==> src/rtl/fetch_2ph_bridge_if.sv <==
// ---------------------------------------------------------------------------
// fetch_2ph_bridge_if
//   Bundles the bridge's command, SRAM and 2-phase pipeline signals.
//
//   Command : start, base_addr, word_count -> bridge; busy, done <- bridge
//   SRAM    : mem_cs, mem_addr <- bridge; mem_rdata -> bridge
//   Pipeline: req_out, data_out <- bridge; ack_in -> bridge
//   Debug   : dbg_fetch_state, dbg_emit_state <- bridge (raw FSM encodings)
//
//   modport slave  : the bridge itself
//   modport master : whatever drives the bridge (controller, SRAM, pipeline)
// ---------------------------------------------------------------------------
interface fetch_2ph_bridge_if #(
    parameter int ADDR_WIDTH = 12,
    parameter int DATA_WIDTH = 32
);
    logic                  start;
    logic [ADDR_WIDTH-1:0] base_addr;
    logic [ADDR_WIDTH:0]   word_count;
    logic                  busy;
    logic                  done;
    logic                  mem_cs;
    logic [ADDR_WIDTH-1:0] mem_addr;
    logic [DATA_WIDTH-1:0] mem_rdata;
    logic                  req_out;
    logic [DATA_WIDTH-1:0] data_out;
    logic                  ack_in;
    logic [1:0]            dbg_fetch_state;
    logic [1:0]            dbg_emit_state;

    modport slave (
        input  start, base_addr, word_count, mem_rdata, ack_in,
        output busy, done, mem_cs, mem_addr, req_out, data_out,
        output dbg_fetch_state, dbg_emit_state
    );

    modport master (
        output start, base_addr, word_count, mem_rdata, ack_in,
        input  busy, done, mem_cs, mem_addr, req_out, data_out,
        input  dbg_fetch_state, dbg_emit_state
    );
endinterface

==> src/rtl/fetch_2ph_bridge.sv <==
// ---------------------------------------------------------------------------
// fetch_2ph_bridge
//   Streams a block of consecutive words from a single-cycle-latency code
//   SSRAM into an asynchronous pipeline using a 2-phase bundled-data
//   req/ack handshake.
//
// Ports:
//   clk   - system clock, all state on rising edge
//   rstn  - asynchronous active-low reset
//   bus   - fetch_2ph_bridge_if.slave (command, SRAM, pipeline, debug)
//
// Handshakes:
//   start is a one-cycle pulse sampled only while idle (busy=0); base_addr
//   and word_count are captured on that cycle. An SRAM read is issued in any
//   cycle with mem_cs=1 and its data is taken from mem_rdata on the next
//   cycle, unconditionally. Towards the pipeline, each req_out transition
//   offers one token on data_out; the token is accepted once the
//   synchronized ack_in equals req_out, and data_out is held from its load
//   until that acceptance.
// ---------------------------------------------------------------------------
module fetch_2ph_bridge #(
    parameter int ADDR_WIDTH   = 12,
    parameter int DATA_WIDTH   = 32,
    parameter int FIFO_DEPTH   = 4,
    parameter int SYNC_STAGES  = 2,
    parameter int SETUP_CYCLES = 1
) (
    input logic               clk,
    input logic               rstn,
    fetch_2ph_bridge_if.slave bus
);

    localparam int PTR_W = $clog2(FIFO_DEPTH);
    localparam int SET_W = $clog2(SETUP_CYCLES + 1);

    typedef enum logic [1:0] {
        F_IDLE  = 2'd0,
        F_READ  = 2'd1,
        F_FLUSH = 2'd2
    } fetch_state_t;

    typedef enum logic [1:0] {
        E_IDLE  = 2'd0,
        E_SETUP = 2'd1,
        E_WAIT  = 2'd2
    } emit_state_t;

    fetch_state_t          r_fstate;
    fetch_state_t          w_fstate_nxt;
    emit_state_t           r_estate;
    emit_state_t           w_estate_nxt;

    logic [ADDR_WIDTH-1:0] r_addr;
    logic [ADDR_WIDTH:0]   r_reads_left;
    logic [ADDR_WIDTH:0]   r_tokens_left;
    logic                  r_inflight;
    logic                  r_done;

    logic [DATA_WIDTH-1:0] r_fifo [FIFO_DEPTH];
    logic [PTR_W:0]        r_wr_ptr;
    logic [PTR_W:0]        r_rd_ptr;
    logic [PTR_W:0]        w_fifo_count;
    logic                  w_fifo_empty;
    logic [DATA_WIDTH-1:0] w_fifo_head;
    logic [PTR_W+1:0]      w_credit_used;
    logic                  w_credit_ok;

    logic [SYNC_STAGES-1:0] r_sync;
    logic                   w_ack_sync;

    logic                  r_req;
    logic [DATA_WIDTH-1:0] r_data;
    logic [SET_W-1:0]      r_setup_cnt;

    logic w_mem_cs;
    logic w_start_ok;
    logic w_start_zero;
    logic w_flush_done;
    logic w_load;
    logic w_toggle;
    logic w_accept;

    // -----------------------------------------------------------------------
    // FIFO bookkeeping. The extra pointer bit separates full from empty.
    // -----------------------------------------------------------------------
    assign w_fifo_count = r_wr_ptr - r_rd_ptr;
    assign w_fifo_empty = (r_wr_ptr == r_rd_ptr);
    assign w_fifo_head  = r_fifo[r_rd_ptr[PTR_W-1:0]];

    // A read in flight already owns a slot, so credit counts it as occupied.
    assign w_credit_used = {1'b0, w_fifo_count} + {{(PTR_W+1){1'b0}}, r_inflight};
    assign w_credit_ok   = (w_credit_used < (PTR_W+2)'(FIFO_DEPTH));

    // -----------------------------------------------------------------------
    // Fetch FSM
    // -----------------------------------------------------------------------
    always_comb begin
        w_fstate_nxt = r_fstate;
        w_mem_cs     = 1'b0;
        w_start_ok   = 1'b0;
        w_start_zero = 1'b0;
        w_flush_done = 1'b0;
        case (r_fstate)
            F_IDLE: begin
                if (bus.start) begin
                    if (bus.word_count != '0) begin
                        w_start_ok   = 1'b1;
                        w_fstate_nxt = F_READ;
                    end else begin
                        w_start_zero = 1'b1;
                    end
                end
            end
            F_READ: begin
                w_mem_cs = w_credit_ok;
                if (w_credit_ok && (r_reads_left == (ADDR_WIDTH+1)'(1))) begin
                    w_fstate_nxt = F_FLUSH;
                end
            end
            F_FLUSH: begin
                if (r_tokens_left == '0) begin
                    w_flush_done = 1'b1;
                    w_fstate_nxt = F_IDLE;
                end
            end
            default: w_fstate_nxt = F_IDLE;
        endcase
    end

    always_ff @(posedge clk or negedge rstn) begin
        if (!rstn) begin
            r_fstate      <= F_IDLE;
            r_addr        <= '0;
            r_reads_left  <= '0;
            r_tokens_left <= '0;
            r_inflight    <= 1'b0;
            r_done        <= 1'b0;
        end else begin
            r_fstate   <= w_fstate_nxt;
            r_done     <= w_start_zero | w_flush_done;
            r_inflight <= w_mem_cs;
            if (w_start_ok) begin
                r_addr       <= bus.base_addr;
                r_reads_left <= bus.word_count;
            end else if (w_mem_cs) begin
                r_addr       <= r_addr + ADDR_WIDTH'(1);
                r_reads_left <= r_reads_left - (ADDR_WIDTH+1)'(1);
            end
            if (w_start_ok) begin
                r_tokens_left <= bus.word_count;
            end else if (w_accept) begin
                r_tokens_left <= r_tokens_left - (ADDR_WIDTH+1)'(1);
            end
        end
    end

    // -----------------------------------------------------------------------
    // FIFO storage: written with the SRAM word one cycle after each read.
    // -----------------------------------------------------------------------
    always_ff @(posedge clk or negedge rstn) begin
        if (!rstn) begin
            r_wr_ptr <= '0;
            r_rd_ptr <= '0;
        end else begin
            if (r_inflight) r_wr_ptr <= r_wr_ptr + (PTR_W+1)'(1);
            if (w_load)     r_rd_ptr <= r_rd_ptr + (PTR_W+1)'(1);
        end
    end

    always_ff @(posedge clk) begin
        if (r_inflight) r_fifo[r_wr_ptr[PTR_W-1:0]] <= bus.mem_rdata;
    end

    // -----------------------------------------------------------------------
    // ack_in synchronizer
    // -----------------------------------------------------------------------
    always_ff @(posedge clk or negedge rstn) begin
        if (!rstn) r_sync <= '0;
        else       r_sync <= {r_sync[SYNC_STAGES-2:0], bus.ack_in};
    end

    assign w_ack_sync = r_sync[SYNC_STAGES-1];

    // -----------------------------------------------------------------------
    // Emit FSM
    // -----------------------------------------------------------------------
    always_comb begin
        w_estate_nxt = r_estate;
        w_load       = 1'b0;
        w_toggle     = 1'b0;
        w_accept     = 1'b0;
        case (r_estate)
            E_IDLE: begin
                if (!w_fifo_empty) begin
                    w_load       = 1'b1;
                    w_estate_nxt = E_SETUP;
                end
            end
            E_SETUP: begin
                if (r_setup_cnt == SET_W'(SETUP_CYCLES - 1)) begin
                    w_toggle     = 1'b1;
                    w_estate_nxt = E_WAIT;
                end
            end
            E_WAIT: begin
                // 2-phase: ack has caught up with req once they are equal.
                if (w_ack_sync == r_req) begin
                    w_accept = 1'b1;
                    if (!w_fifo_empty) begin
                        w_load       = 1'b1;
                        w_estate_nxt = E_SETUP;
                    end else begin
                        w_estate_nxt = E_IDLE;
                    end
                end
            end
            default: w_estate_nxt = E_IDLE;
        endcase
    end

    always_ff @(posedge clk or negedge rstn) begin
        if (!rstn) begin
            r_estate    <= E_IDLE;
            r_req       <= 1'b0;
            r_data      <= '0;
            r_setup_cnt <= '0;
        end else begin
            r_estate <= w_estate_nxt;
            if (w_load) begin
                r_data      <= w_fifo_head;
                r_setup_cnt <= '0;
            end else if (r_estate == E_SETUP) begin
                r_setup_cnt <= r_setup_cnt + SET_W'(1);
            end
            if (w_toggle) r_req <= ~r_req;
        end
    end

    // -----------------------------------------------------------------------
    // Outputs
    // -----------------------------------------------------------------------
    assign bus.busy            = (r_fstate != F_IDLE);
    assign bus.done            = r_done;
    assign bus.mem_cs          = w_mem_cs;
    assign bus.mem_addr        = r_addr;
    assign bus.req_out         = r_req;
    assign bus.data_out        = r_data;
    assign bus.dbg_fetch_state = r_fstate;
    assign bus.dbg_emit_state  = r_estate;

`ifndef SYNTHESIS
    // Outside E_WAIT no token is outstanding, so ack must already match req;
    // a toggle here is a protocol error on the pipeline side and is ignored.
    a_no_spurious_ack: assert property (
        @(posedge clk) disable iff (!rstn)
        (r_estate != E_WAIT) |-> (w_ack_sync == r_req)
    ) else $error("spurious ack_in toggle outside E_WAIT");
`endif

endmodule
==> src/flat_wrapper.sv <==
// flat-port wrapper written by rule: the top's interface ports become plain ports
module fetch_2ph_bridge_flat 
#(
    parameter int ADDR_WIDTH   = 12,
    parameter int DATA_WIDTH   = 32,
    parameter int FIFO_DEPTH   = 4,
    parameter int SYNC_STAGES  = 2,
    parameter int SETUP_CYCLES = 1
)
  (clk, rstn, bus_start, bus_base_addr, bus_word_count, bus_mem_rdata, bus_ack_in, bus_busy, bus_done, bus_mem_cs, bus_mem_addr, bus_req_out, bus_data_out, bus_dbg_fetch_state, bus_dbg_emit_state);
  fetch_2ph_bridge_if #(.ADDR_WIDTH(ADDR_WIDTH), .DATA_WIDTH(DATA_WIDTH)) bus_i ();
  input logic clk;
  input logic rstn;
  input wire logic [$bits(bus_i.start)-1:0] bus_start;
  input wire logic [$bits(bus_i.base_addr)-1:0] bus_base_addr;
  input wire logic [$bits(bus_i.word_count)-1:0] bus_word_count;
  input wire logic [$bits(bus_i.mem_rdata)-1:0] bus_mem_rdata;
  input wire logic [$bits(bus_i.ack_in)-1:0] bus_ack_in;
  output wire logic [$bits(bus_i.busy)-1:0] bus_busy;
  output wire logic [$bits(bus_i.done)-1:0] bus_done;
  output wire logic [$bits(bus_i.mem_cs)-1:0] bus_mem_cs;
  output wire logic [$bits(bus_i.mem_addr)-1:0] bus_mem_addr;
  output wire logic [$bits(bus_i.req_out)-1:0] bus_req_out;
  output wire logic [$bits(bus_i.data_out)-1:0] bus_data_out;
  output wire logic [$bits(bus_i.dbg_fetch_state)-1:0] bus_dbg_fetch_state;
  output wire logic [$bits(bus_i.dbg_emit_state)-1:0] bus_dbg_emit_state;
  assign bus_i.start = bus_start;
  assign bus_i.base_addr = bus_base_addr;
  assign bus_i.word_count = bus_word_count;
  assign bus_i.mem_rdata = bus_mem_rdata;
  assign bus_i.ack_in = bus_ack_in;
  assign bus_busy = bus_i.busy;
  assign bus_done = bus_i.done;
  assign bus_mem_cs = bus_i.mem_cs;
  assign bus_mem_addr = bus_i.mem_addr;
  assign bus_req_out = bus_i.req_out;
  assign bus_data_out = bus_i.data_out;
  assign bus_dbg_fetch_state = bus_i.dbg_fetch_state;
  assign bus_dbg_emit_state = bus_i.dbg_emit_state;
  fetch_2ph_bridge #(.ADDR_WIDTH(ADDR_WIDTH), .DATA_WIDTH(DATA_WIDTH), .FIFO_DEPTH(FIFO_DEPTH), .SYNC_STAGES(SYNC_STAGES), .SETUP_CYCLES(SETUP_CYCLES)) u_core (.clk(clk), .rstn(rstn), .bus(bus_i));
endmodule
==> config.mk <==
export PLATFORM = sky130hd
export DESIGN_NAME = fetch_2ph_bridge_flat
export DESIGN_NICKNAME = d
export VERILOG_FILES = /design/src/rtl/fetch_2ph_bridge_if.sv /design/src/rtl/fetch_2ph_bridge.sv /design/src/flat_wrapper.sv
export SDC_FILE = /design/constraint.sdc
export NUM_CORES = 1
export LEC_CHECK = 0
export CAP_MARGIN = 20
export CORE_MARGIN = 1
export CORE_UTILIZATION = 59
export CTS_CLUSTER_DIAMETER = 40
export DETAILED_ROUTE_END_ITERATION = 16
export PLACE_DENSITY_LB_ADDON = 0.12
export SYNTH_ARGS = -nofsm -noshare
export SYNTH_HDL_FRONTEND = slang
export SYNTH_SLANG_ARGS = --single-unit
==> constraint.sdc <==
create_clock -name clk -period 6.8 [get_ports clk]
set_clock_uncertainty 0.05 [all_clocks]
set_input_delay 2.04 -clock clk [delete_from_list [all_inputs] [get_ports clk]]
set_output_delay 2.04 -clock clk [all_outputs]
set_load 0.02 [all_outputs]
* After elaboration in Yosys (flattened, before gate mapping) *
Memories as Yosys holds them, arrays and structs flattened. A register that Yosys moved wholly into a read port is not among the register bits.
Cells that the tools add are included.

cells by class
  equality and inequality tests = 14
  reduce and logical (&&, ||, !) cells = 12
  order comparisons = 1
  $add $sub $neg = 8
  muxes and demuxes = 36
  bitwise operators = 2

operators by type and width
  cell                                                         number
  two-way mux 13 bit                                           4
  subtractor 13 x 1 -> 13 bit (second input constant)          2
  two-way mux 12 bit                                           2
  two-way mux 1 bit                                            20
  two-way mux 2 bit                                            7
  equality test 13 x 1 -> 1 bit (second input constant)        1
  zero test 13 bit                                             1
  nonzero test 13 bit                                          1
  adder 12 x 1 -> 12 bit (second input constant)               1
  one-hot mux 2 bit (3 select lines)                           2
  inequality test 2 x 1 -> 1 bit (second input constant)       4
  nonzero test 2 bit                                           4
  adder 3 x 1 -> 3 bit (second input constant)                 2
  inequality test 2 bit (second input constant)                3
  adder 3 x 1 -> 4 bit                                         1
  equality test 2 x 1 -> 1 bit (second input constant)         2
  equality test 2 bit (second input constant)                  2
  zero test 2 bit                                              2
  less-than comparator 4 x 3 -> 1 bit (second input constant)  1
  AND reduction 4 bit                                          1
  equality test 3 bit                                          1
  AND reduction 3 bit                                          1
  subtractor 3 bit                                             1
  one-hot mux 1 bit (2 select lines)                           1
  other kinds (6)                                              6

word-level totals
  output and inout port bits = 52
  flip-flop bits (word level) = 54
  memories = 1
  bits in writable memories = 128

memory list
  memory         words  bits a word  read ports  clocked after Yosys merged registers in  write ports  RTL line                text
  u_core.r_fifo  4      32           1           1                                        1            fetch_2ph_bridge.sv:59  logic [DATA_WIDTH-1:0] r_fifo [FIFO_DEPTH];

* Depth between registers and ports, before layout *
  depth after elaboration = 6
  gate-level depth with buffers = 11
  gate-level depth less buffers = 10

* Worst setup path before layout *
No wires, ideal clock.

  path type = register to output
  start = reg u_core.r_rd_ptr[1]
  end = out bus_mem_cs
  setup slack = 2.390 ns
  stages on the path, launching flop included = 9
  buffers on the path = 3
  data arrival time = 2.320 ns
  path through = dfrtp_1 clkbuf_1 clkbuf_1 inv_1 fa_1 xor3_2 nand3_2 inv_1 buf_2

between the ends
  word-level cells in the longest chain between the ends = 4

RTL lines
  what                                 RTL line                 text
  start: declaration                   fetch_2ph_bridge.sv:61   logic [PTR_W:0] r_rd_ptr;
  start signal: assignment             fetch_2ph_bridge.sv:166  if (w_load) r_rd_ptr <= r_rd_ptr + (PTR_W+1)'(1);
  subtractor 3 bit                     fetch_2ph_bridge.sv:86   assign w_fifo_count = r_wr_ptr - r_rd_ptr;
  adder 3 x 1 -> 4 bit                 fetch_2ph_bridge.sv:91   assign w_credit_used = {1'b0, w_fifo_count} + {{(PTR_W+1){1'b0}}, r_inflight};
  less-than comparator 4 x 3 -> 1 bit  fetch_2ph_bridge.sv:92   assign w_credit_ok = (w_credit_used < (PTR_W+2)'(FIFO_DEPTH));
  two-way mux 1 bit                    fetch_2ph_bridge.sv:103  case (r_fstate)
  end: declaration                     flat_wrapper.sv:21       output wire logic [$bits(bus_i.mem_cs)-1:0] bus_mem_cs;

No other way between the ends.

* Final worst setup path *
  start = reg u_core.r_wr_ptr[0]
  end = out bus_mem_cs

between the ends
  word-level cells in the longest chain between the ends = 4

RTL lines
  what                                 RTL line                 text
  start: declaration                   fetch_2ph_bridge.sv:60   logic [PTR_W:0] r_wr_ptr;
  start signal: assignment             fetch_2ph_bridge.sv:165  if (r_inflight) r_wr_ptr <= r_wr_ptr + (PTR_W+1)'(1);
  subtractor 3 bit                     fetch_2ph_bridge.sv:86
  adder 3 x 1 -> 4 bit                 fetch_2ph_bridge.sv:91
  less-than comparator 4 x 3 -> 1 bit  fetch_2ph_bridge.sv:92
  two-way mux 1 bit                    fetch_2ph_bridge.sv:103

No other way between the ends.

==> run_results.csv <==
group,metric,value,unit
pwr,leakage,3.93,nW
routing,via_count,5185,
pwr,vdd_drop_max,0.264,mV
synth,avgSynthCellArea,15.9,um^2
synth,seq_area_frac_synth,0.690,
timing,rsz0062_at_grt,"no",
grt,grt-busiest-layer,"met2",
synth,synthFlopType,"edfxtp_1",
placement,globalplace.congestion,0.879,
setup_path,worstReg2RegStart,"u_core.r_wr_ptr[0]",
setup_path,worstPathArrival,3.71,ns
timing,setup_violations,0,
synth,syn_inst,546,
clock_network,clkSinkCount,214,
run,max_cap_violations,0,
placement,pre_cts_ws,1.59,ns
synth,ys_ff_latch,214,
timing,slew_violations,0,
clock_network,cts_buffers,27,
clock_network,clk_latency,0.52,ns
setup_path,critical_path_required,4.71,ns
floorplan,start_util,0.614,
timing,setup_tns,0,ns
cells_and_area,utilization,0.770,
synth,synth_top_family_by_area,"multiplexers",
cells_and_area,mostFrequentLayoutCell,"edfxtp_1",
grt,use_met3,0.0494,
clock_network,hold_buffers,0,
pwr,power_density,478,mW/mm^2
clock_network,cts_setup_buffers,0,
grt,antenna_found_initial,0,
min_path,worstHoldStart,"u_core.r_sync[0]",
synth,yosys.area_share.adder,0.0196,
placement,dp_hpwl,10.6,mm
cells_and_area,drive_above_1_share,0.185,
routing,drt_iter0_drc,369,
clock_network,cts_resized,0,
setup_path,r2r_setup_slack,3.14,ns
synth,synthesis.nets,620,
timing,slew_headroom,0.327,
routing,firstDrtPassIters,5,
synth,synth.area.mux_share,0.124,
placement,io_buffers,112,
setup_path,reg2reg_depth,10,
timing,setup_slack,1.00,ns
timing,fin_crit,5.80,ns
cells_and_area,num_antenna_cells,0,
clock_network,cts_tree,"yes",
floorplan,rows,43,
setup_path,crit_type,"reg -> out",
synth,synth-xor-area-share,0.0271,
floorplan,fp.dieW,123,um
synth,synth_compound_area_frac,0.0452,
min_path,holdPathStages,0,
floorplan,num_io_pins,113,
timing,worstMarginPinSlew,1.01,ns
grt,grt_max_degree,69,
setup_path,path_max_fanout,21,
synth,synth_cell_types,46,
floorplan,die_height,123,um
routing,route.detailed.wl_per_inst,19.9,um
timing,finalHoldViolations,0,
grt,grt_pass1_wl,27.2,mm
clock_network,cts.htree.levels,1,
cells_and_area,layout_common_cells,"128 x edfxtp_1, 111 x clkdlybuf4s50_1, 84 x dfrtp_1",
clock_network,clk_path_buf_depth,3,
routing,drc_errors,0,
grt,first_global_vias,5263,
synth,yosysWarningCount,0,
routing,drt-total-wl,17.3,mm
synth,syn_area,0.00869,mm^2
grt,grtUsageMet2,0.397,
grt,met1_usage,0.324,
outcome,status,"finished, final reports clean",
clock_network,ctsRootBufferMaster,"clkbuf_16",
routing,via_per_inst,5.95,
setup_path,rr_endpoint,"u_core.r_reads_left[10]",
min_path,min_path_type,"reg -> reg",
synth,yosys.area_share.simple,0.0767,
clock_network,path_clk_slew,0.06,ns
floorplan,core_area,0.0141,mm^2
grt,grt_usage,0.240,
cells_and_area,area_growth_syn_to_layout,25.4,%
min_path,hold_path_end,"u_core.r_sync[1]",
setup_path,critPathCaptureType,"primary output",
floorplan,die_area,0.0152,mm^2
synth,synth_edf_count,128,
synth,async_reset_ff_frac,0.402,
grt,overflow,0,
timing,fmax,173,MHz
setup_path,cp-start-kind,"flip-flop",
routing,ant_nets,0,
timing,finalCritPeriodShare,0.852,
cells_and_area,finalNetCount,745,
-- cells in the mapped netlist (2+ instances only) --
library cell	n	area (um^2)
clkbuf_1	10	37.5
nor3_1	11	55.1
a21o_1	2	15.0
dfrtp_1	86	2150
xor2_1	10	87.6
inv_1	15	56.3
or3_1	6	37.5
or4_4	2	22.5
nor3b_1	3	22.5
ha_1	12	150
o311ai_0	3	26.3
xnor2_1	14	123
nand2b_1	3	18.8
a221o_1	2	20.0
o211ai_1	9	67.6
buf_2	9	45.0
edfxtp_1	128	3840
mux4_2	32	721
nor2_1	23	86.3
a31oi_1	2	12.5
nor2b_1	2	12.5
mux2_2	32	360
o21ai_0	29	145
nor4_1	5	31.3
nand4_1	5	31.3
and2_1	8	50.1
a21oi_1	13	65.1
nand3_1	21	105
nand2_1	32	120
-- worst max-delay path by stage --
stage	startpoint	endpoint	depth (start not counted)	slack, ns
6_report	u_core.r_wr_ptr[0]	bus_mem_cs	8	1.00
5_1_grt	u_core.r_wr_ptr[0]	bus_mem_cs	8	0.88
4_1_cts	u_core.r_wr_ptr[0]	bus_mem_cs	8	1.05
3_5_place_dp	u_core.r_wr_ptr[0]	bus_mem_cs	8	1.59
3_3_place_gp	u_core.r_wr_ptr[0]	bus_mem_cs	8	1.69
2_1_floorplan	u_core.r_rd_ptr[1]	bus_mem_cs	8	2.39
-- layer usage --
| metal | vias to the layer above | share of wire |
|---|---|---|
| li1 | 2341 | - |
| met1 | 2643 | 0.43 |
| met2 | 165 | 0.50 |
| met3 | 36 | 0.058 |
| met4 | 0 | 0.021 |
| met5 | - | 0 |
-- stage by stage --
step                      hold slack, ns  area (um^2)  total power [mW]  instances
after detailed placement           0.288         9990              3.82        822
after global routing               0.314        10900              5.48        871
after floorplan                    0.281         8690              3.16        546
after global placement             0.294         9990              3.75        822
after CTS                          0.311        10900              5.25        871
final                              0.306        10900              5.21        871
-- worst max-delay path, cell delays in order (launching register included) --
cell and delay [ns]:
dfrtp_1 0.42, inv_1 0.13, ha_1 0.16, inv_1 0.05, fa_1 0.35, xor3_2 0.45, nand3_2 0.36, inv_1 0.55
clkdlybuf4s50_1 0.71
-- layout make-up --
type                            count  area [um^2]
Clock buffer                       30          697
Clock inverter                     19          208
Fill cell                         805         3250
Inverter                           15         56.3
Multi-Input combinational cell    297         2570
Sequential cell                   214         6000
Tap cell                          180          225
Timing Repair Buffer              116         1150
-- report_power, final --
group          leakage, nW  internal [mW]  total (mW)  switching [mW]
clock network        0.426          0.862        1.41           0.551
logic                 1.32          0.910        1.86           0.948
registers             2.18           1.71        1.94           0.232
-- registers in the layout, summed over array words and instances (netlist names) --
name and count:
u_core.bus.dbg_fetch_state 2, u_core.r_setup_cnt 1, u_core.r_sync 2, u_core.r_fifo 128, u_core.bus.mem_addr 12, u_core.r_reads_left 13
u_core.r_tokens_left 13, u_core.bus.done 1, u_core.bus.data_out 32, u_core.bus.req_out 1, u_core.r_wr_ptr 3, u_core.r_rd_ptr 3
u_core.r_inflight 1, u_core.bus.dbg_emit_state 2
-- logic make-up after synthesis --
| group | Yosys count |
|---|---|
| DFF | 214 |
| and+or+nand+nor | 130 |
| AOI/OAI and AO/OA | 65 |
| muxes | 64 |
| buffers and inverters | 35 |
| xor gates and xnor gates | 25 |
| adders and majority gates | 13 |
(Power assumes the default switching activity.)
